**src/rtl/states_pkg.sv**
```systemverilog
// states_pkg: shared core pipeline state encoding and thread register file constants.
package states_pkg;
  typedef enum logic [2:0] {
    IDLE    = 3'b000,
    FETCH   = 3'b001,
    DECODE  = 3'b010,
    REQUEST = 3'b011,
    WAIT    = 3'b100,
    EXECUTE = 3'b101,
    UPDATE  = 3'b110,
    DONE    = 3'b111
  } core_state_t;
  typedef enum logic [1:0] {
    ALU      = 2'b00,
    MEMORY   = 2'b01,
    CONSTANT = 2'b10
  } reg_input_mux_t;
  localparam logic [3:0] REG_BLOCK_IDX  = 4'd13;
  localparam logic [3:0] REG_BLOCK_DIM  = 4'd14;
  localparam logic [3:0] REG_THREAD_IDX = 4'd15;
endpackage

```
**src/rtl/thread_regfile.sv**
```systemverilog
// thread_regfile: per-thread 16-entry register file feeding ALU/LSU operands and taking write-back.
module thread_regfile
  import states_pkg::*;
#(
  parameter int DATA_BITS         = 8,
  parameter int THREADS_PER_BLOCK = 4,
  parameter int THREAD_ID         = 0
) (
  input  logic                 clk,
  input  logic                 reset,
  input  logic                 enable,
  input  logic [DATA_BITS-1:0] block_id,
  input  core_state_t          core_state,
  input  logic [3:0]           decoded_rd_address,
  input  logic [3:0]           decoded_rs_address,
  input  logic [3:0]           decoded_rt_address,
  input  logic                 decoded_reg_write_enable,
  input  logic [1:0]           decoded_reg_input_mux,
  input  logic [DATA_BITS-1:0] decoded_immediate,
  input  logic [DATA_BITS-1:0] alu_out,
  input  logic [DATA_BITS-1:0] lsu_out,
  output logic [DATA_BITS-1:0] rs,
  output logic [DATA_BITS-1:0] rt
);
  logic [DATA_BITS-1:0] r_regs [16];
  logic [DATA_BITS-1:0] r_rs, r_rt;
  logic [DATA_BITS-1:0] w_wdata;
  logic                 w_src_ok, w_we;
  always_comb begin
    w_wdata  = '0;
    w_src_ok = 1'b1;
    case (reg_input_mux_t'(decoded_reg_input_mux))
      ALU:      w_wdata = alu_out;
      MEMORY:   w_wdata = lsu_out;
      CONSTANT: w_wdata = decoded_immediate;
      default:  w_src_ok = 1'b0;
    endcase
    // special registers R13-R15 are never writable from an instruction
    w_we = enable && core_state == UPDATE && decoded_reg_write_enable && w_src_ok &&
           decoded_rd_address < REG_BLOCK_IDX;
  end
  always_ff @(posedge clk) begin
    if (reset) begin
      for (int i = 0; i < 13; i++) r_regs[i] <= '0;
      r_regs[REG_BLOCK_IDX]  <= '0;
      r_regs[REG_BLOCK_DIM]  <= DATA_BITS'(THREADS_PER_BLOCK);
      r_regs[REG_THREAD_IDX] <= DATA_BITS'(THREAD_ID);
      r_rs <= '0;
      r_rt <= '0;
    end else if (enable) begin
      r_regs[REG_BLOCK_IDX] <= block_id;
      if (core_state == REQUEST) begin
        r_rs <= r_regs[decoded_rs_address];
        r_rt <= r_regs[decoded_rt_address];
      end
      if (w_we) r_regs[decoded_rd_address] <= w_wdata;
    end
  end
  assign rs = r_rs;
  assign rt = r_rt;
endmodule

```
**config.mk**
```make
export PLATFORM = sky130hd
export DESIGN_NAME = thread_regfile
export DESIGN_NICKNAME = d
export VERILOG_FILES = /design/src/rtl/states_pkg.sv /design/src/rtl/thread_regfile.sv
export SDC_FILE = /design/constraint.sdc
export NUM_CORES = 1
export LEC_CHECK = 0
export BUFFER_PORTS_ARGS = -buffer_cell sky130_fd_sc_hd__buf_2
export CORE_MARGIN = 1.5
export CORE_UTILIZATION = 40
export CTS_BUF_LIST = sky130_fd_sc_hd__clkbuf_8
export CTS_CLUSTER_SIZE = 25
export DETAILED_ROUTE_END_ITERATION = 10
export SYNTH_ARGS = -nofsm -noshare
export SYNTH_HDL_FRONTEND = slang
export SYNTH_SLANG_ARGS = --single-unit
export TNS_END_PERCENT = 5
```
**constraint.sdc**
```tcl
create_clock -name clk -period 3.05 [get_ports clk]
set_clock_uncertainty 0.15 [all_clocks]
set_input_delay 0.1525 -clock clk [delete_from_list [all_inputs] [get_ports clk]]
set_output_delay 0.1525 -clock clk [all_outputs]
set_load 0.05 [all_outputs]
```
After elaboration in Yosys (flattened, before gate mapping)
Memories as Yosys holds them, arrays and structs flattened. A register that Yosys moved wholly into a read port is not among the register bits.
Cells that the tools add are included.
{"block": "classes", "magnitude_cmp": 1, "eq_ne": 4, "n_mux": 15, "bitwise": 1, "reduce_logical": 8}
{"operator": "case mux 8 bit (3 select lines)", "n": 1}
{"operator": "2-to-1 mux 8 bit", "n": 2}
{"operator": "2-to-1 mux 1 bit", "n": 11}
{"operator": "OR reduction 8 bit", "n": 1}
{"operator": "logical AND 1 bit", "n": 4}
{"operator": "< comparator 4 bit (second input constant)", "n": 1}
{"operator": "2-to-1 mux 4 bit", "n": 1}
{"operator": "== test 3 x 2 -> 1 bit (second input constant)", "n": 1}
{"operator": "== test 3 bit (second input constant)", "n": 1}
{"operator": "OR reduction 3 bit", "n": 1}
{"operator": "== test 2 x 1 -> 1 bit (second input constant)", "n": 1}
{"operator": "== test 2 bit (second input constant)", "n": 1}
{"operator": "zero test 2 bit", "n": 1}
{"operator": "AND reduction 2 bit", "n": 1}
{"operator": "bitwise OR 1 bit", "n": 1}
{"block": "totals", "reg_bits": 0, "mem_bits_rw": 128, "input_bits": 53, "output_inout_bits": 16, "word_cells": 30, "mem_count": 1}
{"name": "r_regs", "depth": 16, "width": 8, "read_ports": 2, "rd_clocked_by_memory_dff": 2, "wr": 16, "line": "thread_regfile.sv:25", "rtl": "logic [DATA_BITS-1:0] r_regs [16];"}

Longest topological paths before layout
{"block": "depth", "word_depth": 11, "ltp_mapped": 7, "ltp_nobuf": 4}

Worst setup path before layout
No wires, ideal clock.
{"block": "synth_timing", "path_kind": "input -> register", "from": "input reset", "to": "memory r_regs[11][0] (enable)", "setup_ns": 0.334, "arrival_time_ns": 1.580, "setup_slack_ns": 0.986, "path_stages": 5, "path_cell_list": "clkbuf_1 > nand2b_1 > nor4_1 > nand3_1 > nand2b_1"}
{"element": "start: declaration", "line": "thread_regfile.sv:10", "rtl": "input logic reset,"}
{"element": "end: declaration", "line": "thread_regfile.sv:25"}

==> impl_results.md <==
- First-pass GRT wire length: 27.7 mm
- Total number of vias: 4689
- Sequential element share of the synthesized area: 57.7%
- CP startpoint kind: input port
- Status: finished, final reports clean
- Nets@finish: 649
- Overflow after GRT: 0
- Worst-path cell chain: dlygate4sd3_1 > buf_2 > nand2b_1 > nor4_1 > nand2_1 > nand2b_1
- Setup_tns: 0 ns
- DRC Markers: 0
- Layout cells sized above 1: 31.7%
- Static leakage: 3.12 nW
- Final setup fails: 0
- CP Class: in2reg
- Area leader, netlist: edfxtp_1
- Buffers & Inverters on Critical Path: 2
- Initial antenna violation count: 0
- Core region area: 17500 µm²
- Reg2Reg Setup Slack: 1.08 ns
- Via-to-Cell Ratio: 5.62
- PD cells: 511 nW/µm²
- Depth of the CTS H-tree: 4
- P&R area growth vs syn: 16.9%
- Worst setup path startpoint: enable
- Worst path max stage delay: 0.62 ns
- Post-synth EDFFs: 128
- Detailed Route Iter0 Violations: 523
- Clock transition at path regs: 0.08 ns
- CP arrival: 2.36 ns
- Pint: 3.31 mW
- Antenna Nets Post-Route: 0
- Met2 routed WL: 8.99 mm
- Post-Synthesis Cells: 495
- Sequential Area: 4160 µm²
- Launching point of the worst reg2reg path: r_regs[9][3]
- Fmax achieved: 419 MHz
- DR top layer: met4
- Starting Density: 41.3%
- Synth area leaders: edfxtp_1 (53%), mux4_2 (19%), nor2_1 (6.7%), dfxtp_1 (4.4%), mux2i_1 (3.2%)
- CP max-delay cell: nor4_1
- Fin crit share: 78.3%
- Row count: 48
- Root Driver: clkbuf_8
- Fin crit period: 2.39 ns
- Asr flop ratio synth: 0%
- Synth Flop Type: edfxtp_1
- NetSw: 1.01 mW
- CTS Sinks: 144
- PortBufs: 68
- WL final: 18.0 mm
- Multi-input gate area: 2940 µm²
- Initial DRT Pass Iterations: 7
- Worst path top cell family by delay: simple AND/OR/NAND/NOR gates
- CTS tree: done
- Cell mode on critical path: nand2b_1
- Met1 wire length: 7.40 mm
- Worst R2R Path Depth: 3
- Critical Path End: r_regs[5][4]
- Switch share: 23.4%
- Slew Viols, Final: 0
- Clk buf depth: 2
- Inserted Clock Buffers: 17
- HPWL Detailed: 13.2 mm
- Sequential share of power: 53.5%
- Worst Setup End Kind: flip-flop
- Mapped cell area: 7220 µm²
- Wire length on met3: 1.27 mm
- Yosys Warn Count: 0
- Die Area: 18900 µm²
- Top cells by count, synth: nor2_1 (129), edfxtp_1 (128), mux4_2 (60)
- Final GP Congestion: 0.840
- Clock power share: 34.6%
- Worst Tran Pin Value: 0.829 ns
- Num ports: 69
- Normalized max-slew margin: 44.7%
- Maximum vdd ir drop: 0.367 mV
- Placed insts: 793
- Fin cells: 834
- Seq cells post-synth: 144
- Critical path required time: 3.02 ns
- Clk Latency, worst-skew pair: 0.46 ns
- Post CTS Setup Buffer Count: 0
- Netlist cell types: 34
- Fill cells: 1517
- WL/cell: 21.6 µm
- Final hold vios: 0
- Die X: 137 µm
- Synth top area share: 53.2%
- Largest net degree at the start of global routing: 33
- Max-cap violations: 0
- Critical Path Fanout Max: 9
- Post-synthesis area per instance: 14.6 µm²
- Hold Crit Class: in2reg
- Die H: 137 µm
- Most common cell in the synthesized netlist: nor2_1
- GRT Overall Usage: 20.8%
- Number of global-route vias before repair: 4925
- Reg-to-Reg End: rs[3]
- Comb pwr share: 11.9%
- Unrepaired setup endpoints after global routing: false
- N_diodes: 0
- Stages on worst setup path: 6
repair_timing:
item                      in CTS  in global routing
resized for setup              0                  0
hold endpoints to repair       9                  0
hold buffers                   9                  0
metal layers:
layer	track usage, %	vias up
li1	-	2094
met1	27.1	2370
met2	34.2	195
met3	5.11	30
met4	7.19	0
met5	0	-
power groups by stage:
stage	sequential [mW]	clock (mW)	combinational, mW
after floorplan	2.34	0	0.340
after detailed placement	2.35	0	0.511
final	2.31	1.49	0.514
after global routing	2.32	1.60	0.550
after global placement	2.35	0	0.501
after CTS	2.31	1.52	0.520
layout by cell type, fill, tap and decap left out, types with 2 or more instances in the layout:
cell type	instances
a211o_1	7
a21oi_1	9
a221o_1	6
a22o_1	7
a32o_1	2
and2_1	9
buf_2	68
buf_4	28
clkbuf_8	25
conb_1	16
dfxtp_1	16
dlygate4sd3_1	9
edfxtp_1	128
inv_1	3
mux2_2	6
mux2i_1	23
mux4_1	6
mux4_2	60
nand2_1	10
nand2b_1	16
nand3_1	5
nor2_1	129
nor2b_1	4
nor4_1	2
flip-flops by register name (all words and copies together), names as in the netlist:
signal	cells
r_regs	128
rs	8
rt	8
cell type report:
type	instances	area share, %
sequential	144	49.3
multi-input combinational	327	34.8
timing repair buffer	106	7.82
clock buffer	25	4.08
tap	225	3.33
clock inverter	7	0.682
metrics by stage:
| step | cell area (µm²) | power (mW) | util, % | setup slack [ns] | hold slack (ns) |
|---|---|---|---|---|---|
| floorplan | 7270 | 2.68 | - | 0.986 | 0.201 |
| global placement | 7950 | 2.85 | 45.5 | 0.624 | 0.278 |
| detailed placement | 7950 | 2.86 | 45.5 | 0.554 | 0.283 |
| CTS | 8440 | 4.35 | 48.3 | 0.671 | 0.0292 |
| global route | 8440 | 4.47 | 48.3 | 0.438 | 0.0346 |
| finish | 8440 | 4.32 | 48.3 | 0.661 | 0.0479 |
worst min-delay path, cell delays in order:
cell	delay [ns]
buf_2	0.08
a21oi_1	0.05
buf_4	0.18
nor2_1	0.09
worst min path at each step:
| stage | end | depth (start not counted) | startpoint | slack [ns] |
|---|---|---|---|---|
| floorplan | r_regs[13][0] | 1 | block_id[0] | 0.20 |
| global placement | r_regs[13][2] | 2 | block_id[2] | 0.28 |
| detailed placement | r_regs[13][1] | 2 | block_id[1] | 0.28 |
| CTS | r_regs[2][0] | 4 | lsu_out[0] | 0.03 |
| global route | r_regs[5][1] | 4 | lsu_out[1] | 0.03 |
| finish | r_regs[2][0] | 4 | lsu_out[0] | 0.05 |
cell families after synthesis:
| logic type | after synthesis | share of synthesized area, % |
|---|---|---|
| buffers and inverters | 38 | 2.39 |
| DFF | 144 | 57.7 |
| other | 2 | 0.104 |
| AOI/OAI and AO/OA | 33 | 3.62 |
| and+or+nand+nor | 183 | 11.2 |
| muxes | 95 | 25.0 |
Note: power is estimated with default switching activity, not from simulation.
